**config.mk**
```make
export PLATFORM = sky130hd
export DESIGN_NAME = hazard_ctrl
export DESIGN_NICKNAME = d
export VERILOG_FILES = /design/src/rtl/hazard_ctrl.sv
export SDC_FILE = /design/constraint.sdc
export NUM_CORES = 1
export LEC_CHECK = 0
export CAP_MARGIN = 20
export CORE_ASPECT_RATIO = 0.7
export CORE_MARGIN = 2
export CORE_UTILIZATION = 51
export DETAILED_ROUTE_END_ITERATION = 8
export PLACE_DENSITY_LB_ADDON = 0.1
export RECOVER_POWER = 50
export SLEW_MARGIN = 0
export SYNTH_ARGS = -nofsm -noshare
export SYNTH_HDL_FRONTEND = slang
export SYNTH_SLANG_ARGS = --single-unit
```
**constraint.sdc**
```tcl
create_clock -name clk -period 3.8 [get_ports clk]
set_input_delay 0.76 -clock clk [delete_from_list [all_inputs] [get_ports clk]]
set_output_delay 0.76 -clock clk [all_outputs]
set_load 0.1 [all_outputs]
```
**src/rtl/hazard_ctrl.sv**
```systemverilog
// Hazard controller for the 5-stage RISC-V core: operand forwarding, load-use
// and control-flow hazards, multi-cycle data-memory sequencing and perf counters.
module hazard_ctrl #(
  parameter int TIMEOUT   = 16,
  parameter int CNT_WIDTH = 32
) (
  input  logic                 clk,
  input  logic                 rst,
  input  logic [4:0]           Rs1D,
  input  logic [4:0]           Rs2D,
  input  logic [4:0]           Rs1E,
  input  logic [4:0]           Rs2E,
  input  logic [4:0]           RdE,
  input  logic [4:0]           RdM,
  input  logic [4:0]           RdW,
  input  logic                 RegWriteM,
  input  logic                 RegWriteW,
  input  logic [1:0]           ResultSrcE,
  input  logic                 PCSrcE,
  input  logic                 MemAccessM,
  input  logic                 MemReadyM,
  output logic [1:0]           ForwardAE,
  output logic [1:0]           ForwardBE,
  output logic                 StallF,
  output logic                 StallD,
  output logic                 StallE,
  output logic                 StallM,
  output logic                 FlushD,
  output logic                 FlushE,
  output logic                 FlushW,
  output logic                 MemReqM,
  output logic                 MemErr,
  output logic [CNT_WIDTH-1:0] StallCycles,
  output logic [CNT_WIDTH-1:0] FlushCount
);

  localparam int WCW = (TIMEOUT > 2) ? $clog2(TIMEOUT) : 1;
  localparam logic [WCW-1:0] WAIT_LAST = WCW'(TIMEOUT - 1);

  typedef enum logic [1:0] {
    ST_IDLE = 2'd0,
    ST_WAIT = 2'd1,
    ST_ERR  = 2'd2
  } mem_state_t;

  mem_state_t           state_reg, state_next;
  logic [WCW-1:0]       wait_cnt_reg, wait_cnt_next;
  logic [CNT_WIDTH-1:0] stall_cycles_reg, stall_cycles_next;
  logic [CNT_WIDTH-1:0] flush_count_reg, flush_count_next;

  logic       mem_busy;
  logic       mem_req;
  logic       lw_stall;
  logic [4:0] rs_e [2];
  logic [1:0] fwd_sel [2];

  // Forwarding: M result is newer than W, so it wins when both match.
  assign rs_e[0] = Rs1E;
  assign rs_e[1] = Rs2E;

  generate
    for (genvar gi = 0; gi < 2; gi++) begin : g_fwd
      logic hit_m, hit_w;
      assign hit_m = RegWriteM && (RdM != 5'd0) && (RdM == rs_e[gi]);
      assign hit_w = RegWriteW && (RdW != 5'd0) && (RdW == rs_e[gi]);
      assign fwd_sel[gi] = hit_m ? 2'b10 : (hit_w ? 2'b01 : 2'b00);
    end
  endgenerate

  assign lw_stall = (ResultSrcE == 2'b01) && (RdE != 5'd0) &&
                    ((RdE == Rs1D) || (RdE == Rs2D));

  // Memory sequencer next state and the busy/request decode of the current state.
  always_comb begin
    state_next    = state_reg;
    wait_cnt_next = wait_cnt_reg;
    mem_busy      = 1'b0;
    mem_req       = 1'b0;
    unique case (state_reg)
      ST_IDLE: begin
        mem_req  = MemAccessM;
        mem_busy = MemAccessM && !MemReadyM;
        if (MemAccessM && !MemReadyM) begin
          state_next    = ST_WAIT;
          wait_cnt_next = '0;
        end
      end
      ST_WAIT: begin
        mem_req  = 1'b1;
        mem_busy = !MemReadyM;
        if (MemReadyM) begin
          state_next = ST_IDLE;
        end else if (wait_cnt_reg == WAIT_LAST) begin
          state_next = ST_ERR;
        end else begin
          wait_cnt_next = wait_cnt_reg + 1'b1;
        end
      end
      ST_ERR: begin
        mem_busy = 1'b1;
      end
      default: begin
        state_next = ST_IDLE;
      end
    endcase
  end

  // Pipeline control with memory busy > taken branch > load-use priority.
  always_comb begin
    ForwardAE = fwd_sel[0];
    ForwardBE = fwd_sel[1];
    StallF    = 1'b0;
    StallD    = 1'b0;
    StallE    = 1'b0;
    StallM    = 1'b0;
    FlushD    = 1'b0;
    FlushE    = 1'b0;
    FlushW    = 1'b0;
    MemReqM   = mem_req;
    if (rst) begin
      ForwardAE = 2'b00;
      ForwardBE = 2'b00;
      FlushD    = 1'b1;
      FlushE    = 1'b1;
      FlushW    = 1'b1;
      MemReqM   = 1'b0;
    end else if (mem_busy) begin
      StallF = 1'b1;
      StallD = 1'b1;
      StallE = 1'b1;
      StallM = 1'b1;
      FlushW = 1'b1;
    end else if (PCSrcE) begin
      FlushD = 1'b1;
      FlushE = 1'b1;
    end else if (lw_stall) begin
      StallF = 1'b1;
      StallD = 1'b1;
      FlushE = 1'b1;
    end
  end

  always_comb begin
    stall_cycles_next = stall_cycles_reg;
    flush_count_next  = flush_count_reg;
    if ((StallF || StallD || StallE || StallM) && (stall_cycles_reg != '1)) begin
      stall_cycles_next = stall_cycles_reg + 1'b1;
    end
    if (PCSrcE && !mem_busy && (flush_count_reg != '1)) begin
      flush_count_next = flush_count_reg + 1'b1;
    end
  end

  always_ff @(posedge clk) begin
    if (rst) begin
      state_reg        <= ST_IDLE;
      wait_cnt_reg     <= '0;
      stall_cycles_reg <= '0;
      flush_count_reg  <= '0;
    end else begin
      state_reg        <= state_next;
      wait_cnt_reg     <= wait_cnt_next;
      stall_cycles_reg <= stall_cycles_next;
      flush_count_reg  <= flush_count_next;
    end
  end

  assign MemErr      = (state_reg == ST_ERR);
  assign StallCycles = stall_cycles_reg;
  assign FlushCount  = flush_count_reg;

endmodule

```
== After elaboration in Yosys (flattened, before gate mapping) ==
Cells that the tools add are included.
Storage, ports and cells
  register bits after elaboration: 70
  input port bits: 44
  output and inout port bits: 77
Cells by class
  add/subtract/negate cells: 3
  equal/unequal tests: 16
  muxes and demuxes: 30
  bitwise gates (word level): 1
  reductions and logical operators: 24
Operator list (number)
  32-bit by 1-bit adder with 32-bit output, second input constant: 2
  32-bit != test, second input constant: 2
  5-bit equality test: 6
  1-bit 2-to-1 mux: 16
  5-bit nonzero test: 3
  2-bit 2-to-1 mux: 7
  1-bit logical AND: 12
  4-bit 2-to-1 mux: 3
  4-bit one-hot mux with 2 select lines: 1
  2-bit != test, second input constant: 3
  2-bit one-hot mux with 3 select lines: 1
  4-bit by 1-bit adder with 4-bit output, second input constant: 1
  2-bit by 1-bit equality test with 1-bit output, second input constant: 2
  4-bit equality test, second input constant: 1
  4-bit AND reduction: 1
  1-bit logical OR: 3
  3-bit != test, second input constant: 1
  1-bit one-hot mux with 3 select lines: 1
  3-bit AND reduction: 1
  2-bit equality test, second input constant: 1
  1-bit logical NOT: 2
  2-bit logical NOT: 1
  1-bit one-hot mux with 2 select lines: 1
  2-bit nonzero test: 1
  1-bit inverter: 1

== Logic depth before layout (Yosys ltp) ==
  word-level depth: 10
  depth in mapped cells: 9
  mapped depth without buffers: 7

== Worst setup path after synthesis ==
OpenSTA, ideal clock, no wires.
  kind: reg2out
  start point: register state_reg[1]
  end point: output port StallF
  arrival time: 5.135 ns
  setup slack: -2.095 ns
  stages on the path, launching flop included: 10
  buffers on the path: 4
  path through: dfxtp_1 nor2b_1 a21oi_1 nor2_1 a31oi_1 buf_2 buf_2 buf_2 inv_1 buf_4
Between the ends
  longest elaborated chain between the ends: 4
  elaborated cells between the ends (all ways): 6
RTL lines
  from (decl): line 46  | mem_state_t state_reg, state_next;
  from (signal assigned): line 161  | state_reg <= state_next;
  2-bit equality test
  via MemErr: line 32  | output logic MemErr,
  1-bit one-hot mux with 3 select lines: line 79  | unique case (state_reg)
  1-bit 2-to-1 mux: line 127  | end else if (mem_busy) begin
  1-bit 2-to-1 mux: line 120  | if (rst) begin
  to (decl): line 24  | output logic StallF,
The timed path passes the listed nets, and every way through them passes these cells.

== Worst setup path after layout ==
  start point: input port RdM[1]
  end point: output port ForwardAE[0]
Between the ends
  longest elaborated chain between the ends: 5
  elaborated cells between the ends (all ways): 6
RTL lines
  from (decl): line 14  | input logic [4:0] RdM,
  5-bit nonzero test: line 64  | assign hit_m = RegWriteM && (RdM != 5'd0) && (RdM == rs_e[gi]);
  1-bit logical AND: line 64
  1-bit logical AND *: line 64
  2-bit 2-to-1 mux *: line 66  | assign fwd_sel[gi] = hit_m ? 2'b10 : (hit_w ? 2'b01 : 2'b00);
  2-bit 2-to-1 mux *: line 120
  to (decl): line 22  | output logic [1:0] ForwardAE,
Mark *: on every way between the ends. The rest lies on a longest branch, timed or not.

==> flow_summary.html <==
<table>
<tr><th>Metric</th><th>Value</th></tr>
<tr><th colspan="2">Outcome</th></tr>
<tr><td>Result of the run</td><td>completed</td></tr>
<tr><th colspan="2">Worst hold path</th></tr>
<tr><td>Destination of the worst hold path</td><td>StallCycles[10]</td></tr>
<tr><td>Hold Path Class</td><td>register to register</td></tr>
<tr><td>Hold Startpoint</td><td>StallCycles[10]</td></tr>
<tr><td>Number of cells on the worst hold path</td><td>2</td></tr>
<tr><th colspan="2">Clock tree</th></tr>
<tr><td>Cts bufs inserted</td><td>9</td></tr>
<tr><td>Skew-Pair Late Insertion Delay</td><td>350 ps</td></tr>
<tr><td>Clock slew seen by the registers of the worst setup and hold paths</td><td>80 ps</td></tr>
<tr><td>Maximum clock path buffer count</td><td>2</td></tr>
<tr><td>Total of cells resized after clock tree synthesis</td><td>0</td></tr>
<tr><td>Number of sinks on the clock net</td><td>70</td></tr>
<tr><td>Hold_buf cts</td><td>0</td></tr>
<tr><td>TritonCTS clock tree</td><td>yes</td></tr>
<tr><td>Number of setup buffers added after CTS</td><td>0</td></tr>
<tr><td>Clock Tree Root</td><td>sky130_fd_sc_hd__clkbuf_8</td></tr>
<tr><td>Number of levels in the clock H-tree</td><td>3</td></tr>
<tr><th colspan="2">Synth</th></tr>
<tr><td>Syn Area/Cell</td><td>8.29 um2</td></tr>
<tr><td>Share of the synthesized area in compound gates (AO/OA/AOI/OAI)</td><td>12.6%</td></tr>
<tr><td>Post-synthesis instance area</td><td>4000 um2</td></tr>
<tr><td>Leading cell types by total area after synthesis</td><td>sky130_fd_sc_hd__dfxtp_1 35%, sky130_fd_sc_hd__xnor2_1 7.2%, sky130_fd_sc_hd__xor2_1 5.0%</td></tr>
<tr><td>Post-synthesis adder-cell area fraction</td><td>0.940%</td></tr>
<tr><td>Share of synthesized cell area in and, or, nand and nor gates</td><td>33.5%</td></tr>
<tr><td>Multiplexer share of the synthesized area</td><td>2.00%</td></tr>
<tr><td>Dominant combinational cell family by area after synthesis</td><td>simple AND/OR/NAND/NOR gates</td></tr>
<tr><td>Synth async-reset ratio</td><td>0%</td></tr>
<tr><td>Yosys warns</td><td>0</td></tr>
<tr><td>Xor/xnor cell area share of the yosys netlist</td><td>12.3%</td></tr>
<tr><td>Post-synth net total</td><td>529</td></tr>
<tr><td>Most frequently used flop master after synthesis</td><td>sky130_fd_sc_hd__dfxtp_1</td></tr>
<tr><td>Number of storage elements in the synthesis netlist</td><td>70</td></tr>
<tr><td>Top-area cell type share of the netlist area</td><td>35.1%</td></tr>
<tr><td>Cells after synthesis</td><td>482</td></tr>
<tr><td>Cell taking the most area after synthesis</td><td>sky130_fd_sc_hd__dfxtp_1</td></tr>
<tr><td>Count of unique library cells instantiated by Yosys</td><td>49</td></tr>
<tr><td>Post-synth EDFFs</td><td>0</td></tr>
<tr><td>Sequential cell area fraction in the yosys report</td><td>35.1%</td></tr>
<tr><th colspan="2">Pwr</th></tr>
<tr><td>IR Drop Worst-Case VDD</td><td>191 uV</td></tr>
<tr><td>Power per cell area</td><td>286 nW/um2</td></tr>
<tr><td>Leakage power</td><td>0.00193 uW</td></tr>
<tr><th colspan="2">Die</th></tr>
<tr><td>Cell row count</td><td>26</td></tr>
<tr><td>Initial standard-cell utilization of the core</td><td>53.6%</td></tr>
<tr><td>Core Box Area</td><td>7450 um2</td></tr>
<tr><td>Chip Width</td><td>110 um</td></tr>
<tr><td>Die Y</td><td>78.1 um</td></tr>
<tr><td>Die Outline Area</td><td>8570 um2</td></tr>
<tr><td>Io pins</td><td>121</td></tr>
<tr><th colspan="2">Global routing</th></tr>
<tr><td>Wire length of the first global-routing pass</td><td>17900 um</td></tr>
<tr><td>Grt total ovfl</td><td>0</td></tr>
<tr><td>Number of antenna violations at the first check in global routing</td><td>0</td></tr>
<tr><td>Maximum number of pins on one net before global-route repair</td><td>72</td></tr>
<tr><td>Global-route usage over all layers</td><td>26.2%</td></tr>
<tr><td>Number of global-route vias before repair</td><td>3702</td></tr>
<tr><th colspan="2">STA</th></tr>
<tr><td>Share of the clock period used by the worst path</td><td>94.6%</td></tr>
<tr><td>Count of endpoints failing setup in the final report</td><td>0</td></tr>
<tr><td>Endpoints failing hold</td><td>0</td></tr>
<tr><td>Maximum clock rate</td><td>278 MHz</td></tr>
<tr><td>Worst-case setup margin in the final layout</td><td>205 ps</td></tr>
<tr><td>Final Max Tran Viols</td><td>0</td></tr>
<tr><td>Max_slew headroom</td><td>4.36%</td></tr>
<tr><td>Sum of negative setup slack</td><td>0 ps</td></tr>
<tr><td>Setup repair after global routing missed its margin</td><td>false</td></tr>
<tr><td>Final critical path time including I/O delays and setup</td><td>3600 ps</td></tr>
<tr><td>Fin Clk Skew</td><td>8.12 ps</td></tr>
<tr><td>Slew at the pin with the worst max-slew slack</td><td>1430 ps</td></tr>
<tr><th colspan="2">Setup path</th></tr>
<tr><td>CP startpoint kind</td><td>input pin</td></tr>
<tr><td>Worst r2r path cells</td><td>6</td></tr>
<tr><td>Highest net fanout along the worst path</td><td>4</td></tr>
<tr><td>Minimum setup slack among reg-to-reg paths</td><td>1100 ps</td></tr>
<tr><td>Critical path type</td><td>input pin to output pin</td></tr>
<tr><td>Kind of capture point of the worst setup path</td><td>output pin</td></tr>
<tr><td>Critical path required time</td><td>3040 ps</td></tr>
<tr><td>Total stage count of the critical path</td><td>6</td></tr>
<tr><td>Worst r2r dst</td><td>FlushCount[17]</td></tr>
<tr><td>CP Data Arrival Time</td><td>2840 ps</td></tr>
<tr><td>Library cell contributing the largest single delay on the critical path</td><td>sky130_fd_sc_hd__or4_1</td></tr>
<tr><td>Delay of the slowest cell on the worst path</td><td>530 ps</td></tr>
<tr><td>Cell-by-cell trace of the critical path</td><td>clkdlybuf4s50_1 -&gt; or4_1 -&gt; o21ai_0 -&gt; nor3_1 -&gt; nor4_4 -&gt; buf_12</td></tr>
<tr><td>Cell family with most CP delay</td><td>simple AND/OR/NAND/NOR gates</td></tr>
<tr><td>Crit path buf inv count</td><td>2</td></tr>
<tr><td>Beginning of the worst register-to-register path</td><td>state_reg[0]</td></tr>
<tr><th colspan="2">Drt</th></tr>
<tr><td>Count of vias placed by the detailed router</td><td>4123</td></tr>
<tr><td>DRC Markers</td><td>0</td></tr>
<tr><td>First-pass detailed-route iteration total</td><td>5</td></tr>
<tr><td>Number of vias per cell after detailed routing</td><td>5.92</td></tr>
<tr><td>Drt wl/cell</td><td>15.4 um</td></tr>
<tr><td>Drt total wl</td><td>10700 um</td></tr>
<tr><td>Count of antenna-violating nets left after detailed routing</td><td>0</td></tr>
<tr><td>First DRT Iteration DRCs</td><td>294</td></tr>
<tr><th colspan="2">Cells and area</th></tr>
<tr><td># diodes</td><td>0</td></tr>
<tr><td>Final nets</td><td>640</td></tr>
<tr><td>Fraction of layout cells with a size suffix above 1</td><td>8.70%</td></tr>
<tr><td>Area added between synthesis and finish</td><td>39.1%</td></tr>
<tr><td>Filler Cells Inserted</td><td>577</td></tr>
<tr><td>Post-route core utilization</td><td>74.6%</td></tr>
<tr><th colspan="2">Placement</th></tr>
<tr><td>RD Place Congestion</td><td>0.873</td></tr>
<tr><td>Post-detail-place hpwl</td><td>8130 um</td></tr>
<tr><td>Setup slack at placement</td><td>189 ps</td></tr>
<tr><td># port buffers</td><td>120</td></tr>
<tr><th colspan="2">Job</th></tr>
<tr><td>Max-cap violations</td><td>0</td></tr>
</table>
==> cell usage after synthesis, types with 2 or more instances <==
cell                       count
sky130_fd_sc_hd__o31ai_1      17
sky130_fd_sc_hd__and3_1       11
sky130_fd_sc_hd__dfxtp_1      70
sky130_fd_sc_hd__o311ai_0      4
sky130_fd_sc_hd__buf_2         4
sky130_fd_sc_hd__o211ai_1      2
sky130_fd_sc_hd__and4_1       11
sky130_fd_sc_hd__or4_1        25
sky130_fd_sc_hd__clkbuf_1     10
sky130_fd_sc_hd__or3_1        15
sky130_fd_sc_hd__nor4b_1       2
sky130_fd_sc_hd__buf_4         6
sky130_fd_sc_hd__inv_1         7
sky130_fd_sc_hd__nor3_1       13
sky130_fd_sc_hd__nor2_1       42
sky130_fd_sc_hd__a31oi_1       3
sky130_fd_sc_hd__o41ai_1       2
sky130_fd_sc_hd__and2_1        2
sky130_fd_sc_hd__mux2_2        4
sky130_fd_sc_hd__a21oi_1      32
sky130_fd_sc_hd__o21ai_0      14
sky130_fd_sc_hd__nand2_1      33
sky130_fd_sc_hd__xnor2_1      33
sky130_fd_sc_hd__ha_1          3
sky130_fd_sc_hd__mux2i_1       2
sky130_fd_sc_hd__or2_2         3
sky130_fd_sc_hd__nor3b_1       5
sky130_fd_sc_hd__buf_1         4
sky130_fd_sc_hd__xor2_1       23
sky130_fd_sc_hd__nand4_1      22
sky130_fd_sc_hd__nand3_1      26
sky130_fd_sc_hd__nor2b_1       6
sky130_fd_sc_hd__nor4_1       10
==> cell families after synthesis <==
kind of cell / count (synthesis)
multiplexers: 7
XOR/XNOR: 56
buffers and inverters: 31
adder cells (fa/ha/maj): 3
flip-flops: 70
AND/OR/NAND/NOR: 234
AO/OA/AOI/OAI: 81
==> how the worst max path moves through the flow <==
stage           start           end  slack, ps
2_1_floorplan     rst  ForwardAE[1]      -1030
3_3_place_gp   RdM[1]  ForwardBE[0]        240
3_5_place_dp   RdM[1]  ForwardAE[0]        190
4_1_cts        RdM[1]  ForwardAE[0]        190
5_1_grt        RdM[1]  ForwardAE[0]         60
6_report       RdM[1]  ForwardAE[0]        200
==> area by class of cell <==
class	instances	area [um2]	area share, %
clock buffers	9	124	2.23
clock inverters	7	72.6	1.31
flip-flops and latches	70	1400	25.2
repair buffers	124	1300	23.4
well taps	98	123	2.21
multi-input cells	381	2510	45.1
inverters	7	26.3	0.473
==> worst reg2reg max path, cell delays in order (launching register included) <==
cell and delay [ps]:
sky130_fd_sc_hd__dfxtp_1 370, sky130_fd_sc_hd__or2_2 350, sky130_fd_sc_hd__a211oi_1 620, sky130_fd_sc_hd__nand3_1 520
sky130_fd_sc_hd__nor4b_1 460, sky130_fd_sc_hd__xnor2_1 170, sky130_fd_sc_hd__nor2_1 50
==> metal layers <==
metal,vias to the layer above,GRT usage (%),routed length [um]
li1,2018,-,-
met1,1935,35.7,4870
met2,159,40.0,4860
met3,11,8.55,898
met4,0,5.95,99
met5,-,0,0
==> report_power, final <==
part | leakage, uW | switching (uW) | internal [uW]
logic | 0.00127 | 146 | 95.0
clock network | 0.0000960 | 298 | 305
registers | 0.000564 | 7.03 | 737
==> cells in the final DEF (no fill, tap or decap), types with 17 or more instances in the layout <==
| cell | Yosys | final |
|---|---|---|
| sky130_fd_sc_hd__clkdlybuf4s50_1 | 0 | 62 |
| sky130_fd_sc_hd__or4_1 | 25 | 25 |
| sky130_fd_sc_hd__a21oi_1 | 32 | 32 |
| sky130_fd_sc_hd__nand2_1 | 33 | 33 |
| sky130_fd_sc_hd__dfxtp_1 | 70 | 70 |
| sky130_fd_sc_hd__nand3_1 | 26 | 26 |
| sky130_fd_sc_hd__xor2_1 | 23 | 23 |
| sky130_fd_sc_hd__nor2_1 | 42 | 41 |
| sky130_fd_sc_hd__xnor2_1 | 33 | 33 |
| sky130_fd_sc_hd__o31ai_1 | 17 | 17 |
| sky130_fd_sc_hd__nand4_1 | 22 | 22 |
| sky130_fd_sc_hd__dlygate4sd3_1 | 0 | 43 |
==> through the flow <==
| stage | power (uW) | hold WS, ps | cells | cell area, um2 |
|---|---|---|---|---|
| 2_1_floorplan | 903 | 517 | 482 | 4050 |
| 3_3_place_gp | 999 | 479 | 680 | 5390 |
| 3_5_place_dp | 1000 | 486 | 680 | 5390 |
| 4_1_cts | 1600 | 497 | 696 | 5580 |
| 5_1_grt | 1650 | 530 | 696 | 5560 |
| 6_report | 1590 | 491 | 696 | 5560 |
No activity file was read; power rests on OpenSTA's default activity.
